==> src/rtl/k_wptr_full_sync_t1_if.sv <==
// Write-side flag bundle between the write client, the dual Gray
// write-pointer counter and k_wptr_full_sync_t1.
//   wgray, inc, rgray_async : pointers and write request into the flag stage
//   full, ready             : full flag and its inverse for the counter
//   level, almost_full      : registered occupancy report
//   overflow                : rejected-write indication
interface k_wptr_full_sync_t1_if #(
    parameter int ADDR_W = 3
);
    localparam int PTR_W = ADDR_W + 1;

    logic [PTR_W-1:0] wgray;
    logic             inc;
    logic [PTR_W-1:0] rgray_async;
    logic             full;
    logic             ready;
    logic [PTR_W-1:0] level;
    logic             almost_full;
    logic             overflow;

    modport master (
        output wgray, inc, rgray_async,
        input  full, ready, level, almost_full, overflow
    );

    modport slave (
        input  wgray, inc, rgray_async,
        output full, ready, level, almost_full, overflow
    );
endinterface

==> src/rtl/k_wptr_full_sync_t1.sv <==
// Write-side flag stage of the async FIFO: synchronises the read Gray
// pointer into clk, derives full/ready, level, almost_full and overflow.
// Ports: clk, rst (async, active high), bus (k_wptr_full_sync_t1_if.slave).
// Macro WFULL_OVERFLOW_STICKY_EN: overflow holds until rst once set;
// otherwise it is a one-cycle pulse per rejected write.
module k_wptr_full_sync_t1 #(
    parameter int ADDR_W      = 3,
    parameter int SYNC_STAGES = 2,
    parameter int AF_THRESH   = 6
) (
    input logic                  clk,
    input logic                  rst,
    k_wptr_full_sync_t1_if.slave bus
);
    localparam int PTR_W = ADDR_W + 1;

    function automatic logic [PTR_W-1:0] g2b(input logic [PTR_W-1:0] g);
        logic [PTR_W-1:0] b;
        for (int i = 0; i < PTR_W; i++) begin
            b[i] = ^(g >> i);
        end
        return b;
    endfunction

    logic [PTR_W-1:0] sync_q [SYNC_STAGES];
    logic [PTR_W-1:0] rgray_s;
    logic [PTR_W-1:0] wbin;
    logic [PTR_W-1:0] rbin_s;
    logic [PTR_W-1:0] level_nxt;
    logic             full;
    logic             ovf_q;
    logic             af_q;
    logic [PTR_W-1:0] level_q;

    // Plain flop chain; only the first stage ever sees rgray_async.
    always_ff @(posedge clk or posedge rst) begin
        if (rst) begin
            for (int i = 0; i < SYNC_STAGES; i++) begin
                sync_q[i] <= '0;
            end
        end else begin
            sync_q[0] <= bus.rgray_async;
            for (int i = 1; i < SYNC_STAGES; i++) begin
                sync_q[i] <= sync_q[i-1];
            end
        end
    end

    assign rgray_s = sync_q[SYNC_STAGES-1];

    // Full when the pointers differ by exactly DEPTH: in Gray that is
    // the top two bits inverted and the rest equal.
    assign full =
        (bus.wgray[PTR_W-1] != rgray_s[PTR_W-1]) &&
        (bus.wgray[PTR_W-2] != rgray_s[PTR_W-2]) &&
        (bus.wgray[PTR_W-3:0] == rgray_s[PTR_W-3:0]);

    assign wbin      = g2b(bus.wgray);
    assign rbin_s    = g2b(rgray_s);
    // Modular difference handles pointer wrap without a special case.
    assign level_nxt = wbin - rbin_s;

    always_ff @(posedge clk or posedge rst) begin
        if (rst) begin
            level_q <= '0;
            af_q    <= 1'b0;
            ovf_q   <= 1'b0;
        end else begin
            level_q <= level_nxt;
            af_q    <= (level_nxt >= PTR_W'(AF_THRESH));
`ifdef WFULL_OVERFLOW_STICKY_EN
            ovf_q   <= ovf_q | (bus.inc & full);
`else
            ovf_q   <= bus.inc & full;
`endif
        end
    end

    assign bus.full        = full;
    assign bus.ready       = ~full;
    assign bus.level       = level_q;
    assign bus.almost_full = af_q;
    assign bus.overflow    = ovf_q;
endmodule
==> src/flat_wrapper.sv <==
// flat-port wrapper written by rule: the top's interface ports become plain ports
module k_wptr_full_sync_t1_flat 
#(
    parameter int ADDR_W      = 3,
    parameter int SYNC_STAGES = 2,
    parameter int AF_THRESH   = 6
)
  (clk, rst, bus_wgray, bus_inc, bus_rgray_async, bus_full, bus_ready, bus_level, bus_almost_full, bus_overflow);
  k_wptr_full_sync_t1_if #(.ADDR_W(ADDR_W)) bus_i ();
  input logic clk;
  input logic rst;
  input wire logic [$bits(bus_i.wgray)-1:0] bus_wgray;
  input wire logic [$bits(bus_i.inc)-1:0] bus_inc;
  input wire logic [$bits(bus_i.rgray_async)-1:0] bus_rgray_async;
  output wire logic [$bits(bus_i.full)-1:0] bus_full;
  output wire logic [$bits(bus_i.ready)-1:0] bus_ready;
  output wire logic [$bits(bus_i.level)-1:0] bus_level;
  output wire logic [$bits(bus_i.almost_full)-1:0] bus_almost_full;
  output wire logic [$bits(bus_i.overflow)-1:0] bus_overflow;
  assign bus_i.wgray = bus_wgray;
  assign bus_i.inc = bus_inc;
  assign bus_i.rgray_async = bus_rgray_async;
  assign bus_full = bus_i.full;
  assign bus_ready = bus_i.ready;
  assign bus_level = bus_i.level;
  assign bus_almost_full = bus_i.almost_full;
  assign bus_overflow = bus_i.overflow;
  k_wptr_full_sync_t1 #(.ADDR_W(ADDR_W), .SYNC_STAGES(SYNC_STAGES), .AF_THRESH(AF_THRESH)) u_core (.clk(clk), .rst(rst), .bus(bus_i));
endmodule
==> config.mk <==
export PLATFORM = sky130hd
export DESIGN_NAME = k_wptr_full_sync_t1_flat
export DESIGN_NICKNAME = d
export VERILOG_FILES = /design/src/rtl/k_wptr_full_sync_t1_if.sv /design/src/rtl/k_wptr_full_sync_t1.sv /design/src/flat_wrapper.sv
export SDC_FILE = /design/constraint.sdc
export NUM_CORES = 1
export LEC_CHECK = 0
export CAP_MARGIN = 20
export CORE_MARGIN = 3
export CORE_UTILIZATION = 47
export CTS_CLUSTER_DIAMETER = 150
export CTS_CLUSTER_SIZE = 25
export DETAILED_ROUTE_END_ITERATION = 10
export PLACE_DENSITY = 0.8
export SLEW_MARGIN = 30
export SYNTH_ARGS = -nofsm -noshare
export SYNTH_HDL_FRONTEND = slang
export SYNTH_SLANG_ARGS = --single-unit
==> constraint.sdc <==
create_clock -name clk -period 6.2 [get_ports clk]
set_input_delay 0.62 -clock clk [delete_from_list [all_inputs] [get_ports clk]]
set_output_delay 0.62 -clock clk [all_outputs]
set_load 0.03 [all_outputs]
==> metrics.md <==
| Metric | Value |
|---|---|
| Hold Buf Count CTS | 0 |
| Port buffer count | 18 |
| Hold EP | u_core.rgray_s[0] |
| Mapped Cells | 45 |
| Area of the mapped netlist | 613 um^2 |
| Syn Nets | 60 |
| Post-DP HPWL | 759 um |
| DRT iter0 DRCs | 1 |
| Die area | 0.00177 mm^2 |
| Crit Path Max Fanout | 5 |
| Largest net degree at the start of global routing | 15 |
| Register area share after synthesis | 57.1% |
| Final Cycle Share | 49.3% |
| GRT Overall Usage | 12.4% |
| Max-cap check violation count | 0 |
| R2R depth | 9 |
| Crit start category | input port |
| Synth Register Bits | 14 |
| Maximum clock rate | 327 MHz |
| Antenna violations before repair | 0 |
| Static Leak | 0.372 nW |
| Hold Startpoint | u_core.sync_q[4] |
| CP bufs+invs | 2 |
| Slew Viols, Final | 0 |
| Area growth, synth to finish | 38.2% |
| Relative slew slack | 65.8% |
| Cts repair resizes | 0 |
| Antenna viol nets, final | 0 |
| Yosys warns | 0 |
| Worst-margin pin slew | 0.513 ns |
| Cell count of the worst hold path | 0 |
| Slowest stage delay, CP | 0.71 ns |
| Unique masters post-synth | 17 |
| Fin nets | 83 |
| Most frequent CP cell | clkdlybuf4s50_1 |
| Status | completed |
| # DRC | 0 |
| Vias per cell | 4.70 |
| Delay-heaviest family, CP | buffers and inverters |
| Clock latency on the worst-skew pair | 0.27 ns |
| WS Path Type | in -> out |
| Initial Utilization | 52.4% |
| Height of the die | 42.1 um |
| Clock tree root buffer cell | clkbuf_4 |
| Power per cell area | 338 mW/mm^2 |
| Worst EP arrival | 2.43 ns |
| Vias | 381 |
| CTS buffer count | 3 |
| First-pass GRT wire length | 1610 um |
| Final Wtd Congestion | 0.658 |
| Worst flop-to-flop path endpoint | u_core.bus.almost_full |
| Vias in the first global route | 394 |
| Overflow after GRT | 0 |
| Core footprint | 0.00117 mm^2 |
| Core Rows | 12 |
| Post-CTS setup buffers | 0 |
| Mean area per synthesized cell | 13.6 um^2 |
| Clock transition at path regs | 0.08 ns |
| Sinks on Clock Net | 14 |
| H-tree level count | 1 |
| Inserted Diodes | 0 |
| Clock buffer depth | 2 |
| Worst min path class | reg -> reg |
| Worst IR drop on VDD | 223 uV |
| Final setup TNS | 0 ns |
| WP data required | 5.58 ns |
| Final setup viols | 0 |
| CP Capture Type | output pin |
| Clock Skew | 0.00256 ns |
| Fin crit period | 3.05 ns |
| R2r setup slk | 3.79 ns |
| WL/cell | 11.0 um |
| Final Hold Fails | 0 |
| DRT Wirelength | 894 um |
| CTS tree | yes |
| RSZ-0062 raised after global routing | false |
| Die W | 42.1 um |
| Crit path max-delay cell type | clkdlybuf4s50_1 |
| FF-to-FF Start | u_core.rgray_s[3] |
| CP cell instances | clkdlybuf4s50_1, xor2_2, nand2_2, nor3_2, clkdlybuf4s50_1 |
| Share of cells above drive strength 1 | 13.4% |
| Ports | 19 |
| First-pass DRT Iterations | 2 |
| Post-layout util | 72.3% |
cells in the mapped netlist:
library cell	count	area [um^2]
a21o_1	2	15.0
and2_1	1	6.26
dfrtp_1	14	350
fa_1	1	20.0
ha_1	3	37.5
inv_1	4	15.0
nand2_1	1	3.75
nand2_2	1	6.26
nand3_1	1	5.00
nor2b_1	2	12.5
nor3_2	1	10.0
o2111ai_1	1	8.76
o21ai_0	1	5.00
or2_2	1	6.26
xnor2_1	6	52.6
xor2_1	3	26.3
xor2_2	2	32.5
cells in the final DEF, fill, tap and decap left out:
cell / netlist / routed
or2_2: 1 / 1
o21ai_0: 1 / 1
xor2_1: 3 / 3
xnor2_1: 6 / 6
clkbuf_4: 0 / 3
inv_1: 4 / 4
a21o_1: 2 / 2
nand2_2: 1 / 1
clkdlybuf4s50_1: 0 / 18
fa_1: 1 / 1
nor3_2: 1 / 1
o2111ai_1: 1 / 1
nand3_1: 1 / 1
nand2_1: 1 / 1
ha_1: 3 / 3
and2_1: 1 / 1
xor2_2: 2 / 2
dfrtp_1: 14 / 14
nor2b_1: 2 / 2
clkbuf_8: 0 / 1
per-layer routing:
metal  up-vias  wire (um)  global-route usage [%]
met5         -          0                       0
met4         0          8                    7.45
met3         2         71                    4.29
met2        16        453                    21.0
met1       177        360                    13.3
li1        186          -                       -
final cells by class:
class	instances	area, um^2
tap	14	17.5
clock buffer	4	36.3
fill	86	324
inverter	4	15.0
multi-input combinational	27	248
timing repair buffer	18	180
sequential	14	350
sequential cells by signal, summed over array words and instances (netlist names):
signal,flops
u_core.sync_q,4
u_core.bus.almost_full,1
u_core.bus.overflow,1
u_core.bus.level,4
u_core.rgray_s,4
per-stage QoR:
stage          std cells  hold WS, ns  setup WS [ns]  power, mW  instance area, um^2
3_5_place_dp          77        0.335           3.04      0.226                  811
4_1_cts               81        0.352           3.12      0.292                  847
3_3_place_gp          77        0.332           3.12      0.224                  811
5_1_grt               81        0.364           3.05      0.304                  847
2_1_floorplan         45        0.331           3.84      0.182                  613
6_report              81        0.349           3.15      0.286                  847
report_power, final:
part           switching, mW  total, mW  internal, mW
clock network         0.0276     0.0633        0.0357
logic                 0.0602      0.110        0.0502
registers            0.00467      0.112         0.108
total                 0.0924      0.286         0.193
cell families (layout without fill, tap and decap cells):
kind of cell,after synthesis,after routing,share of synthesized area [%]
flops,14,14,57.1
buf+inv,4,26,2.45
compound gates,4,4,4.69
simple gates,8,8,8.16
xor+xnor,11,11,18.2
fa+ha+maj,4,4,9.39
how the worst max path moves through the flow:
stage / from / endpoint / slack, ns / cells past startpoint
floorplan: bus_wgray[2] / u_core.bus.level[2] / 3.84 / 8
global placement: bus_wgray[3] / u_core.bus.almost_full / 3.12 / 10
detailed placement: bus_wgray[3] / u_core.bus.almost_full / 3.04 / 10
CTS: bus_wgray[3] / bus_full / 3.12 / 5
global route: bus_wgray[3] / bus_full / 3.05 / 5
finish: bus_wgray[3] / bus_full / 3.15 / 5
Power figures use the tool's default switching activity.
